--- config.mk ---
export PLATFORM = sky130hd
export DESIGN_NAME = ext_bus_master
export DESIGN_NICKNAME = d
export VERILOG_FILES = /design/src/rtl/ext_bus_master.sv
export SDC_FILE = /design/constraint.sdc
export NUM_CORES = 1
export LEC_CHECK = 0
export ABC_AREA = 0
export CAP_MARGIN = 20
export CELL_PAD_IN_SITES_DETAIL_PLACEMENT = 1
export CELL_PAD_IN_SITES_GLOBAL_PLACEMENT = 1
export CORE_AREA = 8 8 121 123
export CTS_BUF_LIST = sky130_fd_sc_hd__clkbuf_16
export CTS_CLUSTER_DIAMETER = 60
export DETAILED_ROUTE_END_ITERATION = 6
export DIE_AREA = 0 0 129 131
export PLACE_DENSITY = 0.88
export SLEW_MARGIN = 40
export SYNTH_ARGS = -nofsm -noshare
export SYNTH_HDL_FRONTEND = slang
export SYNTH_SLANG_ARGS = --single-unit
--- constraint.sdc ---
create_clock -name clock -period 4.2 [get_ports clock]
set_input_delay 0.63 -clock clock [delete_from_list [all_inputs] [get_ports clock]]
set_output_delay 0.63 -clock clock [all_outputs]
set_load 0.02 [all_outputs]
--- src/rtl/ext_bus_master.sv ---
// ext_bus_master: turns a byte-serial host command stream into block-RAM
// word writes and timed word reads, and streams read data plus a status
// byte (0x06 done, 0x15 rejected) back to the host.
//
// Handshakes: a byte moves on cmd_* or rsp_* when valid && ready at a
// rising clock edge; rsp_valid stays high with rsp_data stable until taken.
module ext_bus_master #(
    parameter int ADDRESS_WIDTH = 16,
    parameter int WORD_WIDTH    = 32,
    parameter int READ_LATENCY  = 1
) (
    input  logic                     clock,
    input  logic                     reset,
    input  logic                     cmd_valid,
    input  logic [7:0]               cmd_data,
    output logic                     cmd_ready,
    output logic                     rsp_valid,
    output logic [7:0]               rsp_data,
    input  logic                     rsp_ready,
    output logic [ADDRESS_WIDTH-1:0] mem_address,
    output logic                     mem_write,
    output logic [WORD_WIDTH-1:0]    mem_write_data,
    input  logic [WORD_WIDTH-1:0]    mem_read_data,
    output logic                     busy
);

    typedef enum logic [3:0] {
        S_IDLE, S_ADDR_HI, S_ADDR_LO, S_WDATA, S_WR,
        S_RD_ISSUE, S_RD_WAIT, S_RD_CAP, S_RSP, S_ACK, S_ERR
    } state_t;

    // Last RD_WAIT count before capture; RD_WAIT is skipped entirely at latency 1.
    localparam logic [1:0] WAIT_LAST = (READ_LATENCY > 1) ? 2'(READ_LATENCY - 2) : 2'd0;

    state_t                  state, next_state;
    logic [1:0]              reset_sync;
    logic                    rst_int;
    logic                    is_write;
    logic [3:0]              words_left;
    logic [1:0]              byte_cnt;
    logic [1:0]              wait_cnt;
    logic [7:0]              addr_hi;
    logic [15:0]             addr_full;
    logic [WORD_WIDTH-1:0]   rd_shift;
    logic                    cmd_hs;
    logic                    rsp_hs;

    assign rst_int   = reset_sync[1];
    assign addr_full = {addr_hi, cmd_data};
    assign cmd_hs    = cmd_valid && cmd_ready;
    assign rsp_hs    = rsp_valid && rsp_ready;

    // Reset asserts at once and is released in step with the clock.
    always_ff @(posedge clock or posedge reset) begin
        if (reset) reset_sync <= 2'b11;
        else       reset_sync <= {reset_sync[0], 1'b0};
    end

    // State register.
    always_ff @(posedge clock or posedge rst_int) begin
        if (rst_int) state <= S_IDLE;
        else         state <= next_state;
    end

    // Next-state decode; response states hold until the sink takes the byte.
    always_comb begin
        next_state = state;
        case (state)
            S_IDLE:     if (cmd_hs) next_state = (cmd_data[6:4] != 3'b000) ? S_ERR : S_ADDR_HI;
            S_ADDR_HI:  if (cmd_hs) next_state = S_ADDR_LO;
            S_ADDR_LO:  if (cmd_hs) next_state = is_write ? S_WDATA : S_RD_ISSUE;
            S_WDATA:    if (cmd_hs && byte_cnt == 2'd3) next_state = S_WR;
            S_WR:       next_state = (words_left == 4'd0) ? S_ACK : S_WDATA;
            S_RD_ISSUE: next_state = (READ_LATENCY > 1) ? S_RD_WAIT : S_RD_CAP;
            S_RD_WAIT:  if (wait_cnt == WAIT_LAST) next_state = S_RD_CAP;
            S_RD_CAP:   next_state = S_RSP;
            S_RSP:      if (rsp_hs && byte_cnt == 2'd3)
                            next_state = (words_left == 4'd0) ? S_ACK : S_RD_ISSUE;
            S_ACK:      if (rsp_ready) next_state = S_IDLE;
            S_ERR:      if (rsp_ready) next_state = S_IDLE;
            default:    next_state = S_IDLE;
        endcase
    end

    // Handshake and strobe outputs decoded from the current state.
    always_comb begin
        cmd_ready = 1'b0;
        rsp_valid = 1'b0;
        rsp_data  = 8'h00;
        mem_write = 1'b0;
        busy      = (state != S_IDLE);
        case (state)
            S_IDLE, S_ADDR_HI, S_ADDR_LO, S_WDATA: cmd_ready = !rst_int;
            S_WR:  mem_write = 1'b1;
            S_RSP: begin
                rsp_valid = 1'b1;
                rsp_data  = rd_shift[WORD_WIDTH-1 -: 8];
            end
            S_ACK: begin
                rsp_valid = 1'b1;
                rsp_data  = 8'h06;
            end
            S_ERR: begin
                rsp_valid = 1'b1;
                rsp_data  = 8'h15;
            end
            default: ;
        endcase
    end

    // Datapath: command fields, address, write assembly and read shifting.
    always_ff @(posedge clock or posedge rst_int) begin
        if (rst_int) begin
            is_write       <= 1'b0;
            words_left     <= 4'd0;
            byte_cnt       <= 2'd0;
            wait_cnt       <= 2'd0;
            addr_hi        <= 8'h00;
            mem_address    <= '0;
            mem_write_data <= '0;
            rd_shift       <= '0;
        end else begin
            case (state)
                S_IDLE: if (cmd_hs) begin
                    is_write   <= cmd_data[7];
                    words_left <= cmd_data[3:0];
                    byte_cnt   <= 2'd0;
                end
                S_ADDR_HI: if (cmd_hs) addr_hi <= cmd_data;
                S_ADDR_LO: if (cmd_hs) begin
                    mem_address <= addr_full[ADDRESS_WIDTH-1:0];
                    byte_cnt    <= 2'd0;
                end
                S_WDATA: if (cmd_hs) begin
                    mem_write_data <= {mem_write_data[WORD_WIDTH-9:0], cmd_data};
                    byte_cnt       <= byte_cnt + 2'd1;
                end
                S_WR: begin
                    mem_address <= mem_address + 1'b1;
                    words_left  <= words_left - 4'd1;
                    byte_cnt    <= 2'd0;
                end
                S_RD_ISSUE: wait_cnt <= 2'd0;
                S_RD_WAIT:  wait_cnt <= wait_cnt + 2'd1;
                S_RD_CAP: begin
                    rd_shift <= mem_read_data;
                    byte_cnt <= 2'd0;
                end
                S_RSP: if (rsp_hs) begin
                    rd_shift <= {rd_shift[WORD_WIDTH-9:0], 8'h00};
                    byte_cnt <= byte_cnt + 2'd1;
                    if (byte_cnt == 2'd3) begin
                        mem_address <= mem_address + 1'b1;
                        words_left  <= words_left - 4'd1;
                    end
                end
                default: ;
            endcase
        end
    end

endmodule

==> reports/metrics.csv, run 1 <==
metric,value,unit
drtPass1Iterations,4,
synthTopCellsByArea,"dfrtp_1, mux2_2, mux2i_1",
r2r_cells,7,
antenna_found_initial,0,
final_common_cell,clkdlybuf4s50_1,
clkSinkCount,103,
arrival,2.62,ns
skew,0.0121,ns
routedWlPerCell,18.5,um
ir_worst_vdd,0.000289,V
finalMaxSlewViolations,0,
combinationalPowerShare,42.1,%
yosysTopAreaCell,dfrtp_1,
grt_start_max_net_pins,64,
period_needed,3.25,ns
num_rows,42,
seq_power_share,38.8,%
grt_pass1_vias,4342,
portBuffers,103,
hp-class,register to async pin,
power_density,686,nW/um2
post-cts-setup-buffers,0,
synth_flop_cell,dfrtp_1,
syn-cell-area,4950,um2
r2r_start,state[0],
worstMarginPinSlew,0.749,ns
cp-end-kind,output pin,
cp.required,3.57,ns
cts_resized,0,
crit_type,register to output pin,
whs,0.319,ns
p_sw,1.75,mW
fin_crit_sh,77.3,%
routed_wirelength,13.7,mm
root_buffer,clkbuf_16,
synth_edf_count,0,
final_cell_mix,"clkdlybuf4s50_1, dfrtp_1, o21ai_0, nand2_1, mux2_2",
antenna_cells,0,
ys_seq_area_share,52.1,%
setup_viol,0,
grt_setup_unrepaired,false,
syn_area_per_cell,10.6,um2
status,completed,
clk_latency,0.36,ns
track_usage,16.9,%
remaining_drc_errors,0,
fin_util,50.3,%
grt_pass1_wl,22.4,mm
ant_nets,0,
synth_top_area_share,51.1,%
fin_nets,611,
dp_hpwl,10.0,mm
cts_hold_buf,0,
clk_path_buf_depth,2,
grt_overflow,0,
cts.clk_slew.worst_paths,0.07,ns
cp_max_fo,24,
core-area,12900,um2
die_y,131,um
max_freq,0.308,GHz
internal_power,2.69,mW
area_delta_synth_final,30.8,%
die_w,129,um
start_util,38.4,%
clockPowerShare,19.1,%
die_area,16900,um2
ys_ff_latch,103,
setup_ws,0.954,ns
setup_tns,0,ns
cts_tree,yes,
gp_congestion,0.899,
io_pins,104,
synthArstFlopShare,100,%
max_cap_violations,0,
drt_iter0_drc,222,
layout-drive-gt1-share,13.2,%
power.leakage,2.73,nW
synth_cells,467,
avgViaCountPerCell,5.36,
cts_buffers,9,
max_slew_margin,50.0,%
final_hold_viol_count,0,
worstReg2RegEnd,rd_shift[23],
r2r_slack,1.63,ns
num_vias,3983,
place_ws,1.31,ns
ys_types,52,
switching_share,39.5,%
htree_levels,3,
critPathLaunchType,register,
syn-num-nets,516,
ys_warn_count,0,
[synthesized netlist by cell type, drive strengths merged, types with 8 or more instances]
master,number
inv,13
nor2,28
mux2,40
buf,19
mux2i,27
a22o,10
dfrtp,101
nor3,11
o21ai,52
nand2,49
a21oi,19
nand3,12
clkbuf,8
[power groups by stage]
stage | Sequential [mW] | Combinational, mW | Clock (mW)
CTS | 1.72 | 1.90 | 0.881
finish | 1.72 | 1.87 | 0.846
detailed placement | 1.74 | 1.89 | 0
global placement | 1.70 | 1.78 | 0
floorplan | 1.76 | 1.10 | 0
global route | 1.78 | 2.06 | 0.914
[logic make-up after synthesis]
logic type | synth area share, %
other | 0.0758
AOI/OAI and AO/OA | 16.2
muxes | 14.6
adders and majority gates | 1.26
DFF | 52.1
and+or+nand+nor | 12.3
buffers and inverters | 3.51
[registers in the layout, indices dropped and copies added, names as in the netlist]
name,flops
rd_shift,32
byte_cnt,2
mem_address,16
words_left,4
addr_hi,8
state,4
is_write,1
mem_write_data,32
reset_sync,2
wait_cnt,2
[through the flow]
stage | area, um2 | instances | power [mW]
2_1_floorplan | 4950 | 467 | 2.85
3_3_place_gp | 6150 | 725 | 3.48
3_5_place_dp | 6180 | 727 | 3.62
4_1_cts | 6470 | 743 | 4.50
5_1_grt | 6480 | 743 | 4.75
6_report | 6480 | 743 | 4.44
[worst max-delay path by stage]
stage / to / cells past startpoint / from / slack [ns]
after floorplan: mem_write_data[0] / 5 / reset_sync[1] / 0.17
after global placement: rsp_data[3] / 3 / state[1] / 1.37
after detailed placement: rsp_data[5] / 3 / state[1] / 1.31
after CTS: rsp_data[5] / 3 / state[0] / 0.91
after global routing: rsp_data[5] / 3 / state[0] / 0.78
final: rsp_data[7] / 3 / state[0] / 0.95
[per-layer routing]
| metal | part of all wire, % | global-route usage (%) | wire length, um |
|---|---|---|---|
| met5 | 0 | 0 | 0 |
| met4 | 2.2 | 6.57 | 297 |
| met3 | 6.6 | 5.15 | 904 |
| met2 | 49 | 28.4 | 6740 |
| met1 | 42 | 19.8 | 5800 |
[area by class of cell]
| type | count | area, um2 |
|---|---|---|
| Timing Repair Buffer | 111 | 1110 |
| Clock buffer | 9 | 225 |
| Clock inverter | 7 | 71.3 |
| Multi-Input combinational cell | 324 | 2220 |
| Tap cell | 176 | 220 |
| Sequential cell | 103 | 2580 |
| Fill cell | 1396 | 6400 |
| Inverter | 13 | 51.3 |
[worst max-delay path: stages, from the launching register on]
cell	delay (ns)
dfrtp_1	0.65
nor4b_4	0.77
and2_1	0.22
clkdlybuf4s50_1	0.61
No activity file was read; power rests on OpenSTA's default activity.
==> run 2, diff against run 1 <==
--- a/config.mk
+++ b/config.mk
@@ -9,12 +9,12 @@
 export CAP_MARGIN = 20
 export CELL_PAD_IN_SITES_DETAIL_PLACEMENT = 1
 export CELL_PAD_IN_SITES_GLOBAL_PLACEMENT = 1
-export CORE_AREA = 8 8 121 123
+export CORE_AREA = 8 8 127 129
 export CTS_BUF_LIST = sky130_fd_sc_hd__clkbuf_16
 export CTS_CLUSTER_DIAMETER = 60
 export DETAILED_ROUTE_END_ITERATION = 6
-export DIE_AREA = 0 0 129 131
-export PLACE_DENSITY = 0.88
+export DIE_AREA = 0 0 135 137
+export PLACE_DENSITY = 0.84
 export SLEW_MARGIN = 40
 export SYNTH_ARGS = -nofsm -noshare
 export SYNTH_HDL_FRONTEND = slang
==> constraint.sdc (replaced) <==
create_clock -name clock -period 2.65 [get_ports clock]
set_input_delay 0.3975 -clock clock [delete_from_list [all_inputs] [get_ports clock]]
set_output_delay 0.3975 -clock clock [all_outputs]
set_load 0.02 [all_outputs]
==> run 2 against run 1 <==
  * First-iteration DRC count grew 6.3%
  * Combinational power grew 68%
  * Total power up 60%
  * Die area rose by 9.4%
  * Sequential power is 54% higher
  * Clock skew is 0.0058 ns lower
  * Worst hold slack better by 0.039 ns
  * Setup slack got worse by 0.86 ns
  * Global-route usage decreased by 1.2 points
  * Sequential share of layout area is 0.60 points lower
  * Register-to-register slack lost 1.2 ns
  * Final cell count is 2.4% higher
  * Largest power group unchanged
==> reports/metrics.csv, run 2 (synthesis gave the netlist of run 1 again) <==
metric,value,unit
grt_pass1_wl,23.1,mm
worstReg2RegEnd,mem_address[14],
hp-class,register to register,
dp_hpwl,10.4,mm
fin_cells,761,
max_freq,0.392,GHz
post-cts-setup-buffers,0,
drt_iter0_drc,236,
cp_slowest_stage_delay,0.55,ns
avgViaCountPerCell,5.27,
switching_share,39.3,%
r2r_cells,7,
clk_latency,0.35,ns
internal_power,4.32,mW
fin_crit_sh,96.3,%
drtPass1Iterations,4,
num_vias,4007,
p_sw,2.80,mW
r2r_start,state[1],
fin_area,6580,um2
finalMaxSlewViolations,0,
hp-start,reset_sync[0],
cts_resized,0,
critPathSlowestCell,clkdlybuf4s50_1,
power.leakage,2.81,nW
clockPowerShare,18.6,%
grt_setup_unrepaired,false,
min_path_cells,0,
num_rows,44,
cts_tree,yes,
whs_endpoint,reset_sync[1],
routed_wirelength,14.0,mm
routedWlPerCell,18.4,um
final_cell_mix,"dfrtp_1, clkdlybuf4s50_1, nand2_1, o21ai_0, mux2_2",
grt_pass1_vias,4342,
seq_power_share,37.3,%
core-area,14200,um2
area_delta_synth_final,32.8,%
portBuffers,103,
status,completed,
arrival,2.16,ns
dpl.cell_count,745,
cp_num_buf_inv,2,
fin_nets,621,
critPathLaunchType,register,
cp.required,2.25,ns
die_y,137,um
htree_levels,3,
fin_util,46.3,%
ir_worst_vdd,0.000479,V
antenna_cells,0,
die_area,18500,um2
crit_family,buffers and inverters,
start_util,34.8,%
worstMarginPinSlew,0.587,ns
cts_hold_buf,0,
cp-end-kind,output pin,
skew,0.00624,ns
max_cap_violations,0,
gp_congestion,0.820,
post_dp_cell_area,6260,um2
layout-drive-gt1-share,15.4,%
setup_viol,0,
antenna_found_initial,0,
grt_overflow,0,
clk_path_buf_depth,2,
remaining_drc_errors,0,
clkSinkCount,103,
power_density,1080,nW/um2
final_hold_viol_count,0,
crit_start,state[1],
combinationalPowerShare,44.1,%
track_usage,15.6,%
reg_top3,"mem_write_data: 32 flops, rd_shift: 32 flops, mem_address: 16 flops",
root_buffer,clkbuf_16,
grt_start_max_net_pins,63,
max_slew_margin,60.9,%
crit_chain,buf_4 > or2_2 > o21a_1 > clkdlybuf4s50_1,
die_w,135,um
cp_max_fo,20,
period_needed,2.55,ns
ant_nets,0,
cts.clk_slew.worst_paths,0.07,ns
cts_buffers,9,
p_total,7.12,mW
io_pins,104,
crit_type,register to output pin,
r2r_slack,0.46,ns
## run 2: cell type report
cell class / count / area [um2]
clock inverter: 7 / 72.6
multi-input combinational: 324 / 2230
sequential: 103 / 2580
fill: 1573 / 7630
clock buffer: 9 / 225
tap: 184 / 230
inverter: 13 / 52.6
timing repair buffer: 121 / 1190
## run 2: stage by stage
stage	setup slack, ns	TNS, ns	hold slack, ns
after floorplan	-0.544	-23.62	0.309
after global placement	0.473	0	0.348
after detailed placement	0.406	0	0.349
after CTS	0.0223	0	0.359
after global routing	0.0148	0	0.364
final	0.0972	0	0.357
## run 2: worst register-to-register path, delay by kind of cell (launching register included)
family	cells	cell delay [ns]
compound gates	3	0.71
buf+inv	2	0.48
flops	1	0.41
simple gates	2	0.48
## run 2: worst max path at each step
stage / end / cells past startpoint / slack (ns)
2_1_floorplan: mem_write_data[0] / 5 / -0.54
3_3_place_gp: rsp_data[3] / 4 / 0.47
3_5_place_dp: rsp_data[4] / 4 / 0.41
4_1_cts: rsp_data[4] / 4 / 0.02
5_1_grt: rsp_data[5] / 4 / 0.01
6_report: rsp_data[2] / 4 / 0.1
## run 2: power groups by stage
stage	registers, mW	logic (mW)	clock network (mW)
2_1_floorplan	2.78	1.76	0
3_3_place_gp	2.62	3.03	0
3_5_place_dp	2.68	3.17	0
4_1_cts	2.66	3.18	1.38
5_1_grt	2.75	3.45	1.43
6_report	2.65	3.14	1.33
## run 2: layer usage
| layer | track usage [%] | part of all wire (%) |
|---|---|---|
| met4 | 3.21 | 0.65 |
| met1 | 18.8 | 42 |
| met3 | 5.47 | 7.0 |
| met2 | 26.5 | 50 |
| met5 | 0 | 0 |
